<file path="src/rtl/ps2_scancode_decoder.sv">
// PS/2 set-2 scan-code decoder: folds E0/F0 prefixes into key events,
// tracks shift/caps-lock modifiers, held key, press count and ASCII mapping.
module ps2_scancode_decoder (
  input  logic       clk,
  input  logic       rst,
  input  logic       in_valid,
  input  logic [7:0] in_code,
  output logic       out_valid,
  output logic       out_make,
  output logic       out_ext,
  output logic [7:0] out_code,
  output logic [7:0] out_ascii,
  output logic       held,
  output logic [7:0] press_count,
  output logic       shift_state,
  output logic       caps_lock
);

  typedef enum logic [1:0] {
    S_IDLE,
    S_EXT,
    S_BRK,
    S_EXT_BRK
  } state_e;

  state_e     state_q;
  logic       out_valid_q;
  logic       out_make_q;
  logic       out_ext_q;
  logic [7:0] out_code_q;
  logic [7:0] out_ascii_q;
  logic       held_q;
  logic [7:0] press_count_q;
  logic       lshift_q;
  logic       rshift_q;
  logic       caps_q;
  logic       caps_held_q;
  logic [8:0] last_key_q;

  logic       is_e0;
  logic       is_f0;
  logic       is_noise;
  logic       cur_ext;
  logic       cur_brk;
  logic [8:0] cur_key;
  logic       mod_lshift;
  logic       mod_rshift;
  logic       mod_caps;
  logic [7:0] ascii_d;

  // Letter map: returns lowercase ASCII, or 0 when the code is not a letter.
  function automatic logic [7:0] letter_of(input logic [7:0] code);
    logic [7:0] r;
    case (code)
      8'h1C: r = 8'h61;  8'h32: r = 8'h62;  8'h21: r = 8'h63;  8'h23: r = 8'h64;
      8'h24: r = 8'h65;  8'h2B: r = 8'h66;  8'h34: r = 8'h67;  8'h33: r = 8'h68;
      8'h43: r = 8'h69;  8'h3B: r = 8'h6A;  8'h42: r = 8'h6B;  8'h4B: r = 8'h6C;
      8'h3A: r = 8'h6D;  8'h31: r = 8'h6E;  8'h44: r = 8'h6F;  8'h4D: r = 8'h70;
      8'h15: r = 8'h71;  8'h2D: r = 8'h72;  8'h1B: r = 8'h73;  8'h2C: r = 8'h74;
      8'h3C: r = 8'h75;  8'h2A: r = 8'h76;  8'h1D: r = 8'h77;  8'h22: r = 8'h78;
      8'h35: r = 8'h79;  8'h1A: r = 8'h7A;
      default: r = '0;
    endcase
    return r;
  endfunction

  // Digit row and whitespace keys; shift selects the symbol row.
  function automatic logic [7:0] other_of(input logic [7:0] code, input logic shift);
    logic [7:0] r;
    case (code)
      8'h45: r = shift ? 8'h29 : 8'h30;
      8'h16: r = shift ? 8'h21 : 8'h31;
      8'h1E: r = shift ? 8'h40 : 8'h32;
      8'h26: r = shift ? 8'h23 : 8'h33;
      8'h25: r = shift ? 8'h24 : 8'h34;
      8'h2E: r = shift ? 8'h25 : 8'h35;
      8'h36: r = shift ? 8'h5E : 8'h36;
      8'h3D: r = shift ? 8'h26 : 8'h37;
      8'h3E: r = shift ? 8'h2A : 8'h38;
      8'h46: r = shift ? 8'h28 : 8'h39;
      8'h29: r = 8'h20;
      8'h5A: r = 8'h0D;
      8'h66: r = 8'h08;
      default: r = '0;
    endcase
    return r;
  endfunction

  // Decode the incoming byte against the current prefix state.
  always_comb begin
    is_e0      = (in_code == 8'hE0);
    is_f0      = (in_code == 8'hF0);
    is_noise   = (state_q == S_IDLE) &&
                 ((in_code == 8'hAA) || (in_code == 8'hFA) || (in_code == 8'hEE) ||
                  (in_code == 8'hFE) || (in_code == 8'h00) || (in_code == 8'hFF));
    cur_ext    = (state_q == S_EXT) || (state_q == S_EXT_BRK);
    cur_brk    = (state_q == S_BRK) || (state_q == S_EXT_BRK);
    cur_key    = {cur_ext, in_code};
    mod_lshift = !cur_ext && (in_code == 8'h12);
    mod_rshift = !cur_ext && (in_code == 8'h59);
    mod_caps   = !cur_ext && (in_code == 8'h58);
    ascii_d    = '0;
    if (!cur_ext) begin
      if (letter_of(in_code) != 8'h00) begin
        // Uppercase letters sit 0x20 below lowercase.
        ascii_d = ((lshift_q | rshift_q) ^ caps_q) ? (letter_of(in_code) - 8'h20)
                                                   : letter_of(in_code);
      end else begin
        ascii_d = other_of(in_code, lshift_q | rshift_q);
      end
    end
  end

  // Prefix FSM, event registers and key-tracking state.
  always_ff @(posedge clk) begin
    if (rst) begin
      state_q       <= S_IDLE;
      out_valid_q   <= 1'b0;
      out_make_q    <= 1'b0;
      out_ext_q     <= 1'b0;
      out_code_q    <= '0;
      out_ascii_q   <= '0;
      held_q        <= 1'b0;
      press_count_q <= '0;
      lshift_q      <= 1'b0;
      rshift_q      <= 1'b0;
      caps_q        <= 1'b0;
      caps_held_q   <= 1'b0;
      last_key_q    <= '0;
    end else begin
      out_valid_q <= 1'b0;
      if (in_valid) begin
        if (is_e0) begin
          state_q <= S_EXT;
        end else if (is_f0) begin
          state_q <= cur_ext ? S_EXT_BRK : S_BRK;
        end else if (!is_noise) begin
          state_q     <= S_IDLE;
          out_valid_q <= 1'b1;
          out_make_q  <= !cur_brk;
          out_ext_q   <= cur_ext;
          out_code_q  <= in_code;
          out_ascii_q <= ascii_d;
          if (mod_lshift) begin
            lshift_q <= !cur_brk;
          end else if (mod_rshift) begin
            rshift_q <= !cur_brk;
          end else if (mod_caps) begin
            // caps_held_q marks the key as down so typematic repeats do not re-toggle.
            if (cur_brk) begin
              caps_held_q <= 1'b0;
            end else if (!caps_held_q) begin
              caps_held_q <= 1'b1;
              caps_q      <= ~caps_q;
            end
          end else if (!cur_brk) begin
            if (!(held_q && (last_key_q == cur_key))) begin
              last_key_q    <= cur_key;
              held_q        <= 1'b1;
              press_count_q <= press_count_q + 8'd1;
            end
          end else if (last_key_q == cur_key) begin
            held_q <= 1'b0;
          end
        end
      end
    end
  end

  assign out_valid   = out_valid_q;
  assign out_make    = out_make_q;
  assign out_ext     = out_ext_q;
  assign out_code    = out_code_q;
  assign out_ascii   = out_ascii_q;
  assign held        = held_q;
  assign press_count = press_count_q;
  assign shift_state = lshift_q | rshift_q;
  assign caps_lock   = caps_q;

endmodule
</file>
<file path="config.mk">
export PLATFORM = sky130hd
export DESIGN_NAME = ps2_scancode_decoder
export DESIGN_NICKNAME = d
export VERILOG_FILES = /design/src/rtl/ps2_scancode_decoder.sv
export SDC_FILE = /design/constraint.sdc
export NUM_CORES = 1
export LEC_CHECK = 0
export CORE_MARGIN = 4
export CORE_UTILIZATION = 56
export CTS_CLUSTER_DIAMETER = 30
export CTS_CLUSTER_SIZE = 20
export DETAILED_ROUTE_END_ITERATION = 7
export PLACE_DENSITY = 0.86
export SKIP_CTS_REPAIR_TIMING = 1
export SLEW_MARGIN = 20
export SYNTH_ARGS = -nofsm -noshare
export SYNTH_HDL_FRONTEND = slang
export SYNTH_SLANG_ARGS = --single-unit
export TNS_END_PERCENT = 30
</file>
<file path="constraint.sdc">
create_clock -name clk -period 3.3 [get_ports clk]
set_input_delay 0.33 -clock clk [delete_from_list [all_inputs] [get_ports clk]]
set_output_delay 0.33 -clock clk [all_outputs]
set_load 0.01 [all_outputs]
</file>
==> impl_results.md <==
- EDFF count, synth: 0
- Fillers: 428
- Hpwl dp: 7.241 mm
- Most used DFF post-synth: dfxtp_1
- Pin slew with the least headroom to its limit: 0.9851 ns
- Slew headroom: 34.15%
- Root Driver: clkbuf_8
- Initial DRT Pass Iterations: 5
- RSZ-0062 raised after global routing: no
- Worst hold path class: reg -> reg
- Synth unique cells: 62
- Status: completed
- Initial antenna violation count: 0
- Placeable Area: 5238 um^2
- Die width: 82.49 um
- MaxCap Viol Count: 0
- Die ar.: 6804 um^2
- Final Non-Filler Cells: 528
- CTS sink count: 43
- Peak supply drop: 292.8 uV
- Setup TNS: 0 ns
- Die height: 82.49 um
- CP Capture Type: flop
- Share of cells above drive strength 1: 12.66%
- Crit-path max FO: 8
- Final min period: 3.002 ns
- Global route total overflow: 0
- Remaining antenna violation count: 0
- Leakage: 1.413 nW
- Final antenna diode count: 0
- Worst R2R Setup Slack: 0.54 ns
- Initial Util: 59.32%
- Critical path arrival: 3.20 ns
- Final Cycle Share: 90.98%
- CTS tree: built
- Final hold vios: 0
- P&R area growth vs syn: 22.71%
- Final setup fails: 0
- DR iter-0 viols: 307
- Reg2reg path depth: 6
- Top post-synthesis cells by area: dfxtp_1 (28%), a21oi_1 (5.8%), ha_1 (4.0%)
- Top cell type's share of synthesized area: 27.71%
- Syn Std Cell Area: 3107 um^2
- Most frequent cell after synthesis: dfxtp_1
- Post-Syn Nets: 431
- Synth top cells by count: dfxtp_1 (43), a21oi_1 (36), nand2_1 (33)
- Global Route Usage Sum: 30.06%
- DRC viols: 0
- Max-slew violations: 0
- Pwr/cell area: 309.9 nW/um^2
- Via/cell ratio: 6.547
- Synth async-reset ratio: 0%
- H-tree levels: 2
- Via count: 3457
- Clk_lat worst skew: 0.30 ns
- Area taken by multi-input logic gates: 2022 um^2
- GPL Wtd Cong: 1.028
- TritonCTS Buffers: 5
- CTS max path bufs: 2
- Worst hold path depth: 2
- First-pass GRT wire length: 15.64 mm
- Avg Cell Area, Syn: 7.577 um^2
- Clock slew seen by the registers of the worst setup and hold paths: 0.09 ns
- Pin count of the biggest net entering global routing: 49
- Std cell rows: 26
- Yosys warning count: 0
- Post-detailed-routing wire length: 9.850 mm
- Final worst slack: 0.2977 ns
- Setup Crit Path Kind: in -> reg
- Vias in the first global route: 3180
- Cell taking the most area after synthesis: dfxtp_1
- Wirelength per Cell: 18.66 um
- Placed insts: 520
- Syn Inst Count: 410
- Clock Skew: 0.01006 ns
- Fmax achieved: 333.1 MHz
- Synth Register Bits: 43
- Pre-CTS setup slack: 0.01888 ns
- Nature of the critical path startpoint: input pin
- Final nets: 478
- Post-synthesis sequential area ratio: 27.71%
- Port bufs: 40
- Sequential cell area: 860.8 um^2
- Num ports: 41
- Worst EP required: 3.50 ns
## cell families (layout without fill, tap and decap cells)
kind of cell	Yosys count	after routing	share of synthesized area (%)
compound gates	114	114	24.29
xor+xnor	12	12	3.383
fa+ha+maj	10	10	4.027
buf+inv	55	103	7.410
flops	43	43	27.71
mux	17	17	5.719
simple gates	159	159	27.47
## worst paths after layout
check	start	endpoint
setup / recovery	in_code[1]	press_count[7]
hold / removal	out_code[0]	out_code[0]
setup reg to reg	state_q[1]	press_count[7]
hold reg to reg	out_code[0]	out_code[0]
## per-layer routing
metal  GRT usage [%]  wire length, um  vias to the layer above
met2           47.52             4540                      193
li1                -                -                     1605
met4           10.63              174                        0
met5               0                0                        -
met1           39.72             4300                     1639
met3           7.267              834                       20
## report_power, final
part	switching (mW)	internal, mW	leakage (nW)
Combinational	0.167	0.124	1.02
Clock	0.192	0.148	0.0412
Sequential	0.0127	0.538	0.351
## registers in the layout, indices dropped and copies added (netlist names), 2 cells and up
signal       flops
last_key_q       9
out_ascii        8
out_code         8
press_count      8
state_q          2
## stage by stage
step | hold WS (ns) | total power, mW | util [%] | instance area [um^2]
5_1_grt | 0.4890 | 1.231 | 72.79 | 3812
6_report | 0.4633 | 1.182 | 72.79 | 3812
2_1_floorplan | 0.4649 | 0.7302 | - | 3107
4_1_cts | 0.4650 | 1.179 | 72.79 | 3812
3_3_place_gp | 0.4430 | 0.8423 | 71.17 | 3727
3_5_place_dp | 0.4501 | 0.8447 | 71.17 | 3727
## cell usage in the layout (no fill, tap or decap), types with 11 or more instances in the layout
master	instances
dfxtp_1	43
nor4_1	15
nor2b_1	11
clkdlybuf4s50_1	40
o21ai_0	24
inv_1	13
mux2i_1	11
nand3_1	20
nor2_1	28
buf_4	40
a21oi_1	36
nand2_1	33
## critical path, cell delays in order
cell	delay [ns]
clkdlybuf4s50_1	0.50
inv_1	0.09
ha_1	0.28
nand3b_1	0.14
o31ai_1	0.11
a31o_1	0.25
or4b_1	0.67
nor4_1	0.43
mux2_2	0.39
## area by class of cell
cell class                 count  share of cell area [%]
sequential                    43                   22.58
clock inverter                 2                  0.3282
multi-input combinational    312                   53.04
tap                           70                   2.297
timing repair buffer          80                   18.38
inverter                      15                   1.477
clock buffer                   6                   1.904
(Power assumes the default switching activity.)
